**src/rtl/gb_instr_issuer.sv**
```systemverilog
// Buffered instruction issuer: queues host opcodes in a FIFO and issues them one at a
// time to the processor, capturing the probe a fixed latency after each issue strobe.
module gb_instr_issuer #(
    parameter int DEPTH   = 8,
    parameter int LAT     = 2,
    parameter int GAP     = 4,
    parameter int PROBE_W = 8
) (
    input  logic                       clock,
    input  logic                       reset,
    input  logic [7:0]                 in_instr,
    input  logic                       in_valid,
    output logic                       in_ready,
    output logic [7:0]                 instruction,
    output logic                       valid,
    input  logic [PROBE_W-1:0]         probe,
    output logic [PROBE_W-1:0]         result,
    output logic                       result_valid,
    output logic [$clog2(DEPTH):0]     count,
    output logic                       busy,
    output logic [1:0]                 o_dbg_state
);

    localparam int AW   = $clog2(DEPTH);
    localparam int TMAX = (LAT > GAP) ? LAT : GAP;
    localparam int TW   = $clog2(TMAX + 1);

    // Handshake: a push happens on any rising edge where in_valid && in_ready;
    // in_ready depends only on the registered count, so a pop never frees a slot
    // for a push on the same edge.
    typedef enum logic [1:0] {
        S_IDLE  = 2'd0,
        S_ISSUE = 2'd1,
        S_WAIT  = 2'd2,
        S_GAP   = 2'd3
    } state_t;

    logic [7:0]         r_mem [DEPTH];
    logic [AW-1:0]      r_wr_ptr;
    logic [AW-1:0]      r_rd_ptr;
    logic [AW:0]        r_count;
    state_t             r_state;
    logic [TW-1:0]      r_timer;
    logic [7:0]         r_instruction;
    logic               r_valid;
    logic [PROBE_W-1:0] r_result;
    logic               r_result_valid;

    state_t             w_next_state;
    logic [TW-1:0]      w_next_timer;
    logic               w_push;
    logic               w_pop;
    logic               w_capture;

    assign in_ready     = (r_count != (AW+1)'(DEPTH));
    assign w_push       = in_valid && in_ready;
    assign instruction  = r_instruction;
    assign valid        = r_valid;
    assign result       = r_result;
    assign result_valid = r_result_valid;
    assign count        = r_count;
    assign busy         = (r_state != S_IDLE) || (r_count != '0);
    assign o_dbg_state  = r_state;

    always_comb begin
        w_next_state = r_state;
        w_next_timer = r_timer;
        w_pop        = 1'b0;
        w_capture    = 1'b0;
        case (r_state)
            S_IDLE: begin
                if (r_count != '0) begin
                    w_pop        = 1'b1;
                    w_next_state = S_ISSUE;
                end
            end
            S_ISSUE: begin
                w_next_state = S_WAIT;
                w_next_timer = TW'(LAT);
            end
            S_WAIT: begin
                if (r_timer == TW'(1)) begin
                    w_capture = 1'b1;
                    if (GAP > 0) begin
                        w_next_state = S_GAP;
                        w_next_timer = TW'(GAP);
                    end else begin
                        w_next_state = S_IDLE;
                    end
                end else begin
                    w_next_timer = r_timer - TW'(1);
                end
            end
            S_GAP: begin
                if (r_timer == TW'(1)) begin
                    w_next_state = S_IDLE;
                end else begin
                    w_next_timer = r_timer - TW'(1);
                end
            end
            default: w_next_state = S_IDLE;
        endcase
    end

    always_ff @(posedge clock or negedge reset) begin
        if (!reset) begin
            r_state        <= S_IDLE;
            r_timer        <= '0;
            r_instruction  <= 8'h00;
            r_valid        <= 1'b0;
            r_result       <= '0;
            r_result_valid <= 1'b0;
        end else begin
            r_state        <= w_next_state;
            r_timer        <= w_next_timer;
            r_valid        <= w_pop;
            r_instruction  <= w_pop ? r_mem[r_rd_ptr] : 8'h00;
            r_result_valid <= w_capture;
            if (w_capture) begin
                r_result <= probe;
            end
        end
    end

    // Pointers wrap naturally because DEPTH is a power of two.
    always_ff @(posedge clock or negedge reset) begin
        if (!reset) begin
            r_wr_ptr <= '0;
            r_rd_ptr <= '0;
            r_count  <= '0;
        end else begin
            if (w_push) begin
                r_wr_ptr <= r_wr_ptr + AW'(1);
            end
            if (w_pop) begin
                r_rd_ptr <= r_rd_ptr + AW'(1);
            end
            case ({w_push, w_pop})
                2'b10:   r_count <= r_count + (AW+1)'(1);
                2'b01:   r_count <= r_count - (AW+1)'(1);
                default: r_count <= r_count;
            endcase
        end
    end

    always_ff @(posedge clock) begin
        if (w_push) begin
            r_mem[r_wr_ptr] <= in_instr;
        end
    end

endmodule

```
**config.mk**
```make
export PLATFORM = sky130hd
export DESIGN_NAME = gb_instr_issuer
export DESIGN_NICKNAME = d
export VERILOG_FILES = /design/src/rtl/gb_instr_issuer.sv
export SDC_FILE = /design/constraint.sdc
export NUM_CORES = 1
export LEC_CHECK = 0
export ABC_CLOCK_PERIOD_IN_PS = 5100
export CAP_MARGIN = 40
export CORE_MARGIN = 2
export CORE_UTILIZATION = 48
export CTS_CLUSTER_SIZE = 10
export DETAILED_ROUTE_END_ITERATION = 8
export PLACE_DENSITY = 0.7
export REMOVE_ABC_BUFFERS = 1
export SETUP_SLACK_MARGIN = 0.15
export SLEW_MARGIN = 20
export SYNTH_ARGS = -nofsm -noshare
export SYNTH_HDL_FRONTEND = slang
export SYNTH_SLANG_ARGS = --single-unit
export TNS_END_PERCENT = 20
```
**constraint.sdc**
```tcl
create_clock -name clock -period 5.1 [get_ports clock]
set_input_delay 1.275 -clock clock [delete_from_list [all_inputs] [get_ports clock]]
set_output_delay 1.275 -clock clock [all_outputs]
set_load 0.01 [all_outputs]
```
==> summary.txt <==
Critical path
  • CP cell instances: nor4_2, nand2_1, clkdlybuf4s50_1
  • Crit path kind: reg2out
  • FF-to-FF Start: count[0]
  • R2r setup slk: 2140 ps
  • Startpoint types: register
  • Crit path required time: 3830 ps
  • RR Endpoint: count[2]
  • WP data arrival: 1890 ps
  • Crit path max fanout: 8
  • Max stage delay on crit path: 500 ps
  • CP endpoint kind: output port
  • R2r worst-path depth: 10
  • Crit-path slowest cell: clkdlybuf4s50_1

Route
  • Via/cell ratio: 5.29
  • Router iterations before antenna repair: 4
  • Drc violations: 0
  • Antenna viol nets, final: 0
  • DR iter-0 viols: 92
  • WL/cell: 17.7 um
  • Vias: 2058
  • Routed WL: 6880 um

Min path
  • Hold crit path type: reg2reg
  • Hold Crit Start: result[5]
  • Hold EP: result[5]
  • Hold depth: 1

Global route
  • Vias in the first global route: 2114
  • Gr ovfl total: 0
  • GRT Total Usage: 17.0%
  • Antenna violations before repair: 0
  • First-pass GRT wire length: 11000 um
  • Pin count of the biggest net entering global routing: 34

Synth
  • Cells after Synth: 225
  • Register area share after synthesis: 69.6%
  • Mapped Avg Cell Area: 17.6 um2
  • Synth cell types: 33
  • Ys Warns: 0
  • Yosys reg bits: 97
  • Mapped cell area: 3950 um2

Placed design
  • I/O Buffers: 44
  • Post-DP HPWL: 4690 um
  • Gpl congestion: 0.705

STA
  • RSZ-0062 raised after global routing: no
  • Final period utilization: 62.0%
  • Slew HR: 44.2%
  • Clk_skew: 13.3 ps
  • Final Hold Vio Count: 0
  • # setup viols final: 0
  • Slew Viols, Final: 0
  • WHS: 514 ps
  • Final TNS setup: 0 ps
  • Min Tclk post-route: 3160 ps
  • Fmax: 0.316 GHz
  • Slew @ Worst Pin: 838 ps

Clocking
  • Num Clock Sinks: 97
  • TritonCTS Buffers: 9
  • Post CTS Setup Buffer Count: 0
  • Root Buffer: clkbuf_8
  • CTS tree: built
  • Post-CTS Hold Buffers: 0
  • H-Tree Depth: 3
  • CTS Buffer Depth: 2
  • Clk_lat worst skew: 350 ps
  • Clock transition at path regs: 90 ps
  • Resized Gates After CTS: 0

Floorplan
  • Initial Util: 48.8%
  • Row count: 33
  • DIE HEIGHT: 94.7 um
  • Core Area: 8090 um2
  • Die X: 94.7 um
  • Boundary pin count: 45
  • Die ar.: 8970 um2

Pwr
  • Comb pwr share: 35.9%
  • Worst ir drop on vdd: 257 uV
  • Int Power: 1.82 mW
  • Sw Share: 32.2%
  • Switch Pwr: 862 uW
  • Leak: 1.76 nW
  • Reg power frac: 46.1%
  • Clock network power share: 18.0%
  • Power per Cell Area: 564 nW/um2

Final layout
  • Inserted Diodes: 0
  • Area Growth Syn to Fin: 20.1%
  • Layout cell share with drive strength beyond 1: 16.5%
  • Fill cells: 645
  • Final nets: 309

Job
  • Max cap viols: 0

Status
  • Status: finished clean
cell type report:
cell class	count	area, um2	area share (%)
clock inverter	6	66.3	1.40
inverter	7	26.3	0.554
multi-input combinational	114	1130	23.8
clock buffer	10	128	2.69
tap	105	131	2.77
timing repair buffer	50	515	10.9
sequential	97	2750	57.9
critical path, delay by kind of cell (launching register included):
family,cells,cell delay (ps)
DFF,1,490
and+or+nand+nor,2,540
buffers and inverters,1,500
cells in the mapped netlist:
master,number,area [um2]
o21ai_1,1,5.00
xnor2_1,6,52.6
dfrtp_1,33,826
o22ai_1,1,6.26
a31oi_1,1,6.26
nand3_1,3,15.0
nor2b_1,1,6.26
a21oi_1,4,20.0
mux4_2,9,203
ha_1,11,138
edfxtp_1,64,1920
inv_1,7,26.3
mux4_1,7,184
nor2_1,17,63.8
buf_4,2,15.0
nand2_2,2,12.5
clkbuf_2,2,10.0
nand3b_1,1,7.51
buf_2,1,5.00
nor4_2,1,12.5
buf_12,1,20.0
mux2_2,11,124
o21ai_0,1,5.00
o22a_1,1,8.76
nor4_1,2,12.5
buf_6,1,11.3
nand2_1,8,30.0
nand2b_1,4,25.0
nor4b_1,1,8.76
nor3_1,7,35.0
mux2i_1,9,90.1
a2111oi_0,2,17.5
xor2_1,3,26.3
power groups by stage:
stage          sequential [mW]  combinational [mW]  clock [mW]
2_1_floorplan             1.26               0.532           0
3_3_place_gp              1.26               0.891           0
3_5_place_dp              1.25               0.966           0
4_1_cts                   1.24               0.968       0.495
5_1_grt                   1.26                1.07       0.524
6_report                  1.23               0.961       0.483
through the flow:
stage | power (mW) | cell area [um2] | std cells | util, % | worst slack [ps]
2_1_floorplan | 1.79 | 3890 | 218 | - | 2500
3_3_place_gp | 2.15 | 4460 | 368 | 55.1 | 1720
3_5_place_dp | 2.22 | 4510 | 370 | 55.7 | 1740
4_1_cts | 2.70 | 4700 | 386 | 58.1 | 1920
5_1_grt | 2.85 | 4740 | 389 | 58.6 | 1800
6_report | 2.68 | 4740 | 389 | 58.6 | 1940
worst max path at each step:
stage	startpoint	slack, ps	cells past startpoint	to
floorplan	in_valid	2500	2	r_mem[0][0]
global placement	in_valid	1720	3	r_mem[3][5]
detailed placement	in_valid	1740	4	r_mem[0][6]
CTS	count[0]	1920	3	busy
global route	count[0]	1800	3	busy
finish	count[0]	1940	3	busy
cell families after synthesis:
group	count (synthesis)	share of synthesized area [%]
AO/OA/AOI/OAI	11	1.74
XOR/XNOR	9	2.00
adder cells (fa/ha/maj)	11	3.48
buffers and inverters	14	2.22
flip-flops	97	69.6
multiplexers	36	15.2
AND/OR/NAND/NOR	47	5.80
cell usage in the layout (no fill, tap or decap), types with 4 or more instances in the layout:
| master | n |
|---|---|
| mux2i_1 | 9 |
| inv_1 | 7 |
| mux4_1 | 7 |
| edfxtp_1 | 64 |
| clkbuf_8 | 9 |
| mux4_2 | 9 |
| mux2_2 | 11 |
| nor2_1 | 17 |
| nor3_1 | 4 |
| nand2_1 | 8 |
| nand2b_1 | 4 |
| xnor2_1 | 6 |
| a21oi_1 | 4 |
| dfrtp_1 | 33 |
| ha_1 | 11 |
| clkdlybuf4s50_1 | 43 |
registers in the layout, indices dropped and copies added, names as in the netlist:
| register | cells |
|---|---|
| count | 4 |
| r_timer | 3 |
| r_rd_ptr | 3 |
| r_mem | 64 |
| result_valid | 1 |
| o_dbg_state | 2 |
| instruction | 8 |
| result | 8 |
| valid | 1 |
| r_wr_ptr | 3 |
layer usage:
| metal | up-vias | track usage, % | share of wire (%) |
|---|---|---|---|
| met5 | - | 0 | 0 |
| met4 | 0 | 6.88 | 1.6 |
| met3 | 12 | 3.27 | 4.1 |
| li1 | 966 | - | - |
| met2 | 55 | 28.1 | 49 |
| met1 | 1025 | 22.3 | 45 |
No activity file was read; power rests on OpenSTA's default activity.
